### config.mk
export PLATFORM = sky130hd
export DESIGN_NAME = iter_multdiv_unit
export DESIGN_NICKNAME = d
export VERILOG_FILES = /design/src/rtl/iter_multdiv_unit.sv
export SDC_FILE = /design/constraint.sdc
export NUM_CORES = 1
export LEC_CHECK = 0
export CAP_MARGIN = 5
export CORE_ASPECT_RATIO = 0.6
export CORE_MARGIN = 1.5
export CORE_UTILIZATION = 39
export DETAILED_ROUTE_END_ITERATION = 8
export PLACE_DENSITY_LB_ADDON = 0.2
export SETUP_SLACK_MARGIN = 0.2
export SKIP_CTS_REPAIR_TIMING = 1
export SYNTH_ARGS = -nofsm -noshare
export SYNTH_HDL_FRONTEND = slang
export SYNTH_SLANG_ARGS = --single-unit
### constraint.sdc
create_clock -name clock -period 16.32 [get_ports clock]
set_input_delay 2.448 -clock clock [delete_from_list [all_inputs] [get_ports clock]]
set_output_delay 2.448 -clock clock [all_outputs]
set_load 0.01 [all_outputs]
### src/rtl/iter_multdiv_unit.sv
// Iterative signed multiply/divide unit with start/ack handshake, flush and exception reporting.
// Optional MULTDIV_EARLY_DONE_EN: multiply finishes once the remaining multiplier bits are zero.
module iter_multdiv_unit #(
    parameter int unsigned WIDTH = 32,
    parameter int unsigned CNT_W = $clog2(WIDTH) + 1
) (
    input  logic             clock,
    input  logic             reset,
    input  logic             start,
    input  logic             op,
    input  logic [WIDTH-1:0] operand_a,
    input  logic [WIDTH-1:0] operand_b,
    input  logic             flush,
    input  logic             result_ack,
    output logic             ready,
    output logic             busy,
    output logic             result_valid,
    output logic [WIDTH-1:0] result,
    output logic             exception
);

    typedef enum logic [1:0] {StIdle, StRun, StDone} state_e;

    localparam logic [WIDTH-1:0] MinVal = {1'b1, {(WIDTH-1){1'b0}}};

    state_e             state_q, state_d;
    logic [CNT_W-1:0]   cnt_q, cnt_d;
    logic               op_q, op_d;
    logic               neg_q, neg_d;
    logic               ovf_q, ovf_d;
    logic               dvz_q, dvz_d;
    logic [2*WIDTH-1:0] acc_q, acc_d;
    logic [2*WIDTH-1:0] mcand_q, mcand_d;
    logic [WIDTH-1:0]   mplier_q, mplier_d;
    logic [WIDTH-1:0]   result_q, result_d;
    logic               exc_q, exc_d;

    logic [WIDTH-1:0]   mag_a, mag_b;
    logic               load;
    logic               last_step;
    logic               mul_done;
    logic [2*WIDTH-1:0] mul_acc_nxt, prod;
    logic [WIDTH:0]     rem_shift, rem_diff, rem_nxt;
    logic [WIDTH-1:0]   quo_nxt, quo_signed;

    assign mag_a = operand_a[WIDTH-1] ? -operand_a : operand_a;
    assign mag_b = operand_b[WIDTH-1] ? -operand_b : operand_b;

    assign ready        = (state_q != StRun);
    assign busy         = (state_q == StRun);
    assign result_valid = (state_q == StDone);
    assign result       = result_q;
    assign exception    = exc_q;

    assign load      = ready && start;
    assign last_step = (cnt_q == CNT_W'(1));

`ifdef MULTDIV_EARLY_DONE_EN
    assign mul_done = last_step || (mplier_q[WIDTH-1:1] == '0);
`else
    assign mul_done = last_step;
`endif

    // Multiply datapath: shift-add of magnitudes, sign applied on the final step
    assign mul_acc_nxt = acc_q + (mplier_q[0] ? mcand_q : '0);
    assign prod        = neg_q ? -mul_acc_nxt : mul_acc_nxt;

    // Divide datapath: restoring step, remainder kept in the low bits of acc_q
    assign rem_shift  = {acc_q[WIDTH-1:0], mplier_q[WIDTH-1]};
    assign rem_diff   = rem_shift - {1'b0, mcand_q[WIDTH-1:0]};
    assign rem_nxt    = rem_diff[WIDTH] ? rem_shift : rem_diff;
    assign quo_nxt    = {mplier_q[WIDTH-2:0], ~rem_diff[WIDTH]};
    assign quo_signed = neg_q ? -quo_nxt : quo_nxt;

    always_comb begin
        state_d  = state_q;
        cnt_d    = cnt_q;
        op_d     = op_q;
        neg_d    = neg_q;
        ovf_d    = ovf_q;
        dvz_d    = dvz_q;
        acc_d    = acc_q;
        mcand_d  = mcand_q;
        mplier_d = mplier_q;
        result_d = result_q;
        exc_d    = exc_q;

        case (state_q)
            StRun: begin
                cnt_d = cnt_q - CNT_W'(1);
                if (op_q) begin
                    acc_d    = {{(WIDTH-1){1'b0}}, rem_nxt};
                    mplier_d = quo_nxt;
                    if (dvz_q) begin
                        state_d  = StDone;
                        cnt_d    = '0;
                        result_d = '0;
                        exc_d    = 1'b1;
                    end else if (last_step) begin
                        state_d  = StDone;
                        result_d = quo_signed;
                        exc_d    = ovf_q;
                    end
                end else begin
                    acc_d    = mul_acc_nxt;
                    mcand_d  = mcand_q << 1;
                    mplier_d = mplier_q >> 1;
                    if (mul_done) begin
                        state_d  = StDone;
                        cnt_d    = '0;
                        result_d = prod[WIDTH-1:0];
                        exc_d    = (prod[2*WIDTH-1:WIDTH] != {WIDTH{prod[WIDTH-1]}});
                    end
                end
            end
            StDone: begin
                if (!start && result_ack) state_d = StIdle;
            end
            StIdle: ;
            default: state_d = StIdle;
        endcase

        // Accept from IDLE or DONE; start outranks ack in DONE
        if (load) begin
            state_d  = StRun;
            cnt_d    = CNT_W'(WIDTH);
            op_d     = op;
            neg_d    = operand_a[WIDTH-1] ^ operand_b[WIDTH-1];
            ovf_d    = op && (operand_a == MinVal) && (operand_b == {WIDTH{1'b1}});
            dvz_d    = op && (operand_b == '0);
            acc_d    = '0;
            mcand_d  = {{WIDTH{1'b0}}, (op ? mag_b : mag_a)};
            mplier_d = op ? mag_a : mag_b;
        end

        if (flush) begin
            state_d  = StIdle;
            cnt_d    = '0;
            result_d = '0;
            exc_d    = 1'b0;
        end
    end

    always_ff @(posedge clock or negedge reset) begin
        if (!reset) begin
            state_q  <= StIdle;
            cnt_q    <= '0;
            op_q     <= 1'b0;
            neg_q    <= 1'b0;
            ovf_q    <= 1'b0;
            dvz_q    <= 1'b0;
            acc_q    <= '0;
            mcand_q  <= '0;
            mplier_q <= '0;
            result_q <= '0;
            exc_q    <= 1'b0;
        end else begin
            state_q  <= state_d;
            cnt_q    <= cnt_d;
            op_q     <= op_d;
            neg_q    <= neg_d;
            ovf_q    <= ovf_d;
            dvz_q    <= dvz_d;
            acc_q    <= acc_d;
            mcand_q  <= mcand_d;
            mplier_q <= mplier_d;
            result_q <= result_d;
            exc_q    <= exc_d;
        end
    end

endmodule

==> qor.yml, run 1 <==
outcome: "completed"
firstDrtPassIters: 6
cts-htree-levels: 1
yosys_warnings: 0
overflow: 0
dp_hpwl_um: 53300
slowest_delay_ns: 0.59
cts_tree: "yes"
cts_sinks: 205
ios: 106
path_class: "flop to flop"
layout-drive-gt1-share: 0.0447
chipHeight_um: 178
gr-usage-met3: 0.0776
synth_nets: 2771
clk_pin_slew_ns: 0.07
synth-edff-count: 0
use_met2: 0.344
area_growth_pct: 11.5
num_vias: 20100
ys_top_cells_by_area: "dfrtp_1 (26%), ha_1 (6.5%), o21ai_0 (5.8%)"
track_usage: 0.272
clk_latency_ns: 0.58
drcViolationCount: 0
drt-initial-drc-count: 2529
period_needed_ns: 9.70
fin_worst_skew_ns: 0.0156
synth.avg_cell_area_um2: 7.65
fin_nets: 2755
use_met1: 0.442
synth_seq_cells: 205
antenna_left: 0
final_util: 0.445
synth_top_cell_by_area: "dfrtp_1"
yosysMostFrequentCell: "nand2_1"
slowest_stage: "o41ai_1"
yosys-top-cells-count: "nand2_1 (287), nor2_1 (245), o21ai_0 (229)"
ys_seq_area_frac: 0.258
timing.fmax_ghz: 0.103
grt_pass1_wl_um: 111000
arrival_ns: 10.11
dieArea_mm2: 0.0524
antenna_found_initial: 2
critPathRequiredTime_ns: 16.73
final_hold_viol_count: 0
pwr_density_cell_mw_per_mm2: 130
hp-class: "flop to flop"
leakage_nw: 9.43
clockBufferDepth: 3
synth_flop_cell: "dfrtp_1"
drv_cap: 0
finalSetupTns_ns: 0
cp_max_fo: 34
setup_viol: 0
syn_area_mm2: 0.0199
avgRoutedWirePerCell_um: 21.8
yosysUniqueCellTypes: 84
worstSetupEndpointType: "flop"
grt_max_degree: 114
grt_pass1_vias: 18300
finalMaxSlewViolations: 0
coreArea_mm2: 0.0498
syn_inst: 2596
n_antenna_cell: 0
top_usage_layer: "met1"
die_w_um: 294
rsz0062_at_grt: "false"
start_util: 0.399
post-route-period-util: 0.594
peakVddDrop_mv: 0.0873
synthArstFlopShare: 1.00
rows: 63
clockRootBuffer: "clkbuf_16"
synth_top_cell_area_share: 0.258
numCtsBuffers: 25
routed_wl_um: 71600
vias_per_cell: 6.13
gp_congestion: 0.967
r2r_slack_ns: 6.62
tightest_slew_ns: 1.32
slew_headroom: 0.105
start_kind: "flop"
io_buffers: 105
==> per-stage QoR <==
step	total power, W	std cells	worst slack [ns]	area, um2	hold slack, ns
after floorplan	0.00173	2596	8.88	19900	0.450
after global placement	0.00221	3235	7.06	21300	0.470
after detailed placement	0.00222	3235	6.96	21300	0.477
after CTS	0.00283	3279	6.82	22200	0.490
after global routing	0.00305	3279	5.99	22200	0.523
final	0.00288	3279	6.62	22200	0.484
==> cell families after synthesis <==
logic type / share of synthesized area
simple gates: 0.226
compound gates: 0.274
buf+inv: 0.0475
xor+xnor: 0.0957
flops: 0.258
fa+ha+maj: 0.0669
mux: 0.0315
==> registers in the layout, summed over array words and instances, names as in the netlist, 2 cells and up <==
signal / flops
mcand_q: 64
state_q: 2
mplier_q: 32
acc_q: 64
cnt_q: 6
result: 32
==> final timing paths <==
check / cells after the start / endpoint / start
min: 2 / acc_q[43] / acc_q[43]
min in group asynchronous: 1 / mcand_q[38] / reset
max in group asynchronous: 2 / op_q / reset
max reg2reg: 35 / result[30] / mplier_q[31]
min reg2reg: 2 / acc_q[43] / acc_q[43]
max: 35 / result[30] / mplier_q[31]
==> cell usage in the layout, fill, tap and decap left out, types with 41 or more instances in the layout <==
master,Yosys,routed
inv_1,73,73
a22o_1,55,55
xor2_1,116,116
xnor2_1,101,101
nor3_1,52,52
mux2i_1,58,58
a211oi_1,55,55
clkdlybuf4s50_1,0,101
nand2_1,287,286
a31oi_1,55,55
a21oi_1,186,185
nor2_1,245,242
ha_1,103,103
and2_1,41,41
o21ai_0,229,229
dfrtp_1,205,203
nor2b_1,42,42
==> final cells by class <==
cell class / instances / area, um2
clock buffer: 32 / 712
clock inverter: 12 / 131
fill: 5082 / 27700
inverter: 75 / 282
multi-input combinational: 2145 / 13800
sequential: 205 / 5130
tap: 682 / 853
timing repair buffer: 128 / 1220
==> where the power goes <==
group / switching, W / internal, W / leakage [nW] / total [W]
Sequential: 0.000118 / 0.000579 / 2.67 / 0.000698
Clock: 0.000249 / 0.000340 / 0.423 / 0.000589
Combinational: 0.00104 / 0.000554 / 6.34 / 0.00159
Total: 0.00140 / 0.00147 / 9.43 / 0.00288
==> worst max-delay path, delay by kind of cell, from the launching register on <==
kind / cells / cell delay (ns)
compound gates: 16 / 3.98
simple gates: 10 / 2.76
fa+ha+maj: 4 / 1.16
buf+inv: 4 / 1.00
flops: 1 / 0.40
xor+xnor: 1 / 0.17
==> metal layers <==
layer  up-vias  wire (um)  part of all wire
met3        59       8210              0.11
met4         2        767             0.011
met5         -        113            0.0016
met1      9720      36700              0.51
li1       9446          -                 -
met2       888      25900              0.36
(Power assumes the default switching activity.)
==> run 2: changes to the inputs <==
clock period = 8 ns   (was 16.32 ns; I/O delays follow)
==> run 2 against run 1 <==
  * First-iteration DRC count decreased by 16%
  * Sequential share of layout area decreased by 0.45 points
  * Via count increased by 0.49%
  * Maximum frequency increased by 30%
  * Register-to-register slack got worse by 6.1 ns
  * Core utilization increased by 0.90 points
  * Final cell count increased by 0.88%
  * Clock skew decreased by 0.00096 ns
  * Sequential power increased by 100%
==> qor.yml, run 2 (synthesis gave the netlist of run 1 again) <==
clockRootBuffer: "clkbuf_16"
start_kind: "flop"
leakage_nw: 9.65  # +2.3%
path_class: "flop to flop"
final_common_cell: "nand2_1"
grt_max_degree: 114  # unchanged
regArea_mm2: 0.00514  # about the same
track_usage: 0.276  # +0.00476
rsz0062_at_grt: "false"
layout-drive-gt1-share: 0.0655  # +0.0208
rows: 63  # unchanged
start_util: 0.399  # unchanged
finalMaxSlewViolations: 0  # unchanged
slowest_delay_ns: 0.61  # +0.02 ns
drt-initial-drc-count: 2137  # -16%
ios: 106  # unchanged
tightest_slew_ns: 1.18  # -0.148 ns
arrival_ns: 7.89  # -2.22 ns
dieArea_mm2: 0.0524  # unchanged
r2r_slack_ns: 0.53  # -6.09 ns
clk_latency_ns: 0.58  # about the same
avgRoutedWirePerCell_um: 22.1  # +1.3%
cts-htree-levels: 1  # unchanged
critPathRequiredTime_ns: 8.42  # -8.31 ns
area_growth_pct: 13.8
multiInputGateArea_mm2: 0.0140  # +1.2%
cp_max_fo: 3  # -91%
top_regs: "acc_q (64), mcand_q (64)"
coreArea_mm2: 0.0498  # unchanged
grt_pass1_wl_um: 112000  # +1.6%
slew_headroom: 0.213  # +0.109
crit_top_cell: "buf_4"
post-route-period-util: 0.934  # +0.339
numCtsBuffers: 25  # unchanged
finalSetupTns_ns: 0  # unchanged
n_antenna_cell: 0  # unchanged
die_w_um: 294  # unchanged
num_vias: 20200  # +0.49%
timing.fmax_ghz: 0.134  # +30%
antenna_found_initial: 3  # +1
final_hold_viol_count: 0  # unchanged
cts_tree: "yes"
clk_pin_slew_ns: 0.06  # about the same
cts_sinks: 205  # unchanged
setup_viol: 0  # unchanged
grt_pass1_vias: 18400  # +0.70%
firstDrtPassIters: 8  # +2
pwr_density_cell_mw_per_mm2: 272  # +110%
dpl_cell_area_mm2: 0.0215  # +0.70%
drv_cap: 0  # unchanged
worstSetupEndpointType: "flop"
period_needed_ns: 7.47  # -2.23 ns
fin_nets: 2783  # +1.0%
hold_slack_ns: 0.492  # +0.00778 ns
antenna_left: 0  # unchanged
drcViolationCount: 0  # unchanged
io_buffers: 105  # unchanged
dp_hpwl_um: 54800  # +2.8%
design_area_mm2: 0.0226  # +2.0%
outcome: "completed"
chipHeight_um: 178  # unchanged
final_cell_mix: "nand2_1 (284), nor2_1 (242), o21ai_0 (223), dfrtp_1 (202), a21oi_1 (182)"
vias_per_cell: 6.11  # -0.39%
gp_congestion: 0.952  # -1.6%
clockBufferDepth: 3  # unchanged
peakVddDrop_mv: 0.180  # +110%
routed_wl_um: 73200  # +2.2%
overflow: 0  # unchanged
slowest_stage: "or4_4"
hp-class: "flop to flop"
nFillCells: 5054  # -0.55%
fin_worst_skew_ns: 0.0147  # -0.000963 ns
## run 2: worst paths after layout
kind,startpoint,cells past startpoint,to
max,mplier_q[31],38,result[29]
min,acc_q[49],2,acc_q[49]
max reg2reg,mplier_q[31],38,result[29]
min reg2reg,acc_q[49],2,acc_q[49]
max in group asynchronous,reset,2,neg_q
min in group asynchronous,reset,1,mcand_q[32]
## run 2: area by class of cell
class	count	area share
clock buffer	35	0.0315
clock inverter	10	0.00858
inverter	75	0.0126
multi-input combinational	2145	0.619
sequential	205	0.227
tap	682	0.0377
timing repair buffer	156	0.0632
## run 2: power by group
part	switching (W)	internal [W]
clock	0.000532	0.000785
sequential	0.000234	0.00118
combinational	0.00219	0.00122
total	0.00296	0.00319
## run 2: per-stage QoR
| stage | instances | setup WS [ns] | power, W | utilization |
|---|---|---|---|---|
| 3_5_place_dp | 3255 | 0.184 | 0.00463 | 0.431 |
| 6_report | 3308 | 0.529 | 0.00615 | 0.454 |
| 2_1_floorplan | 2596 | 0.556 | 0.00354 | - |
| 5_1_grt | 3308 | 0.210 | 0.00652 | 0.454 |
| 3_3_place_gp | 3255 | 0.262 | 0.00459 | 0.431 |
| 4_1_cts | 3300 | 0.0932 | 0.00597 | 0.449 |
## run 2: metal layers
metal  share of wire  GRT usage  wire, um  up-vias
met1            0.50      0.430     36200     9790
met4           0.013     0.0391       959        0
met2            0.36      0.352     26600      869
met5               0          0         0        -
met3            0.13      0.107      9380       68
li1                -          -         -     9487
## run 2: critical path, delay by kind of cell, from the launching register on
family / cells / cell delay, ns
compound gates: 16 / 2.68
flops: 1 / 0.39
simple gates: 10 / 2.23
fa+ha+maj: 3 / 0.86
xor+xnor: 1 / 0.18
buf+inv: 8 / 0.94
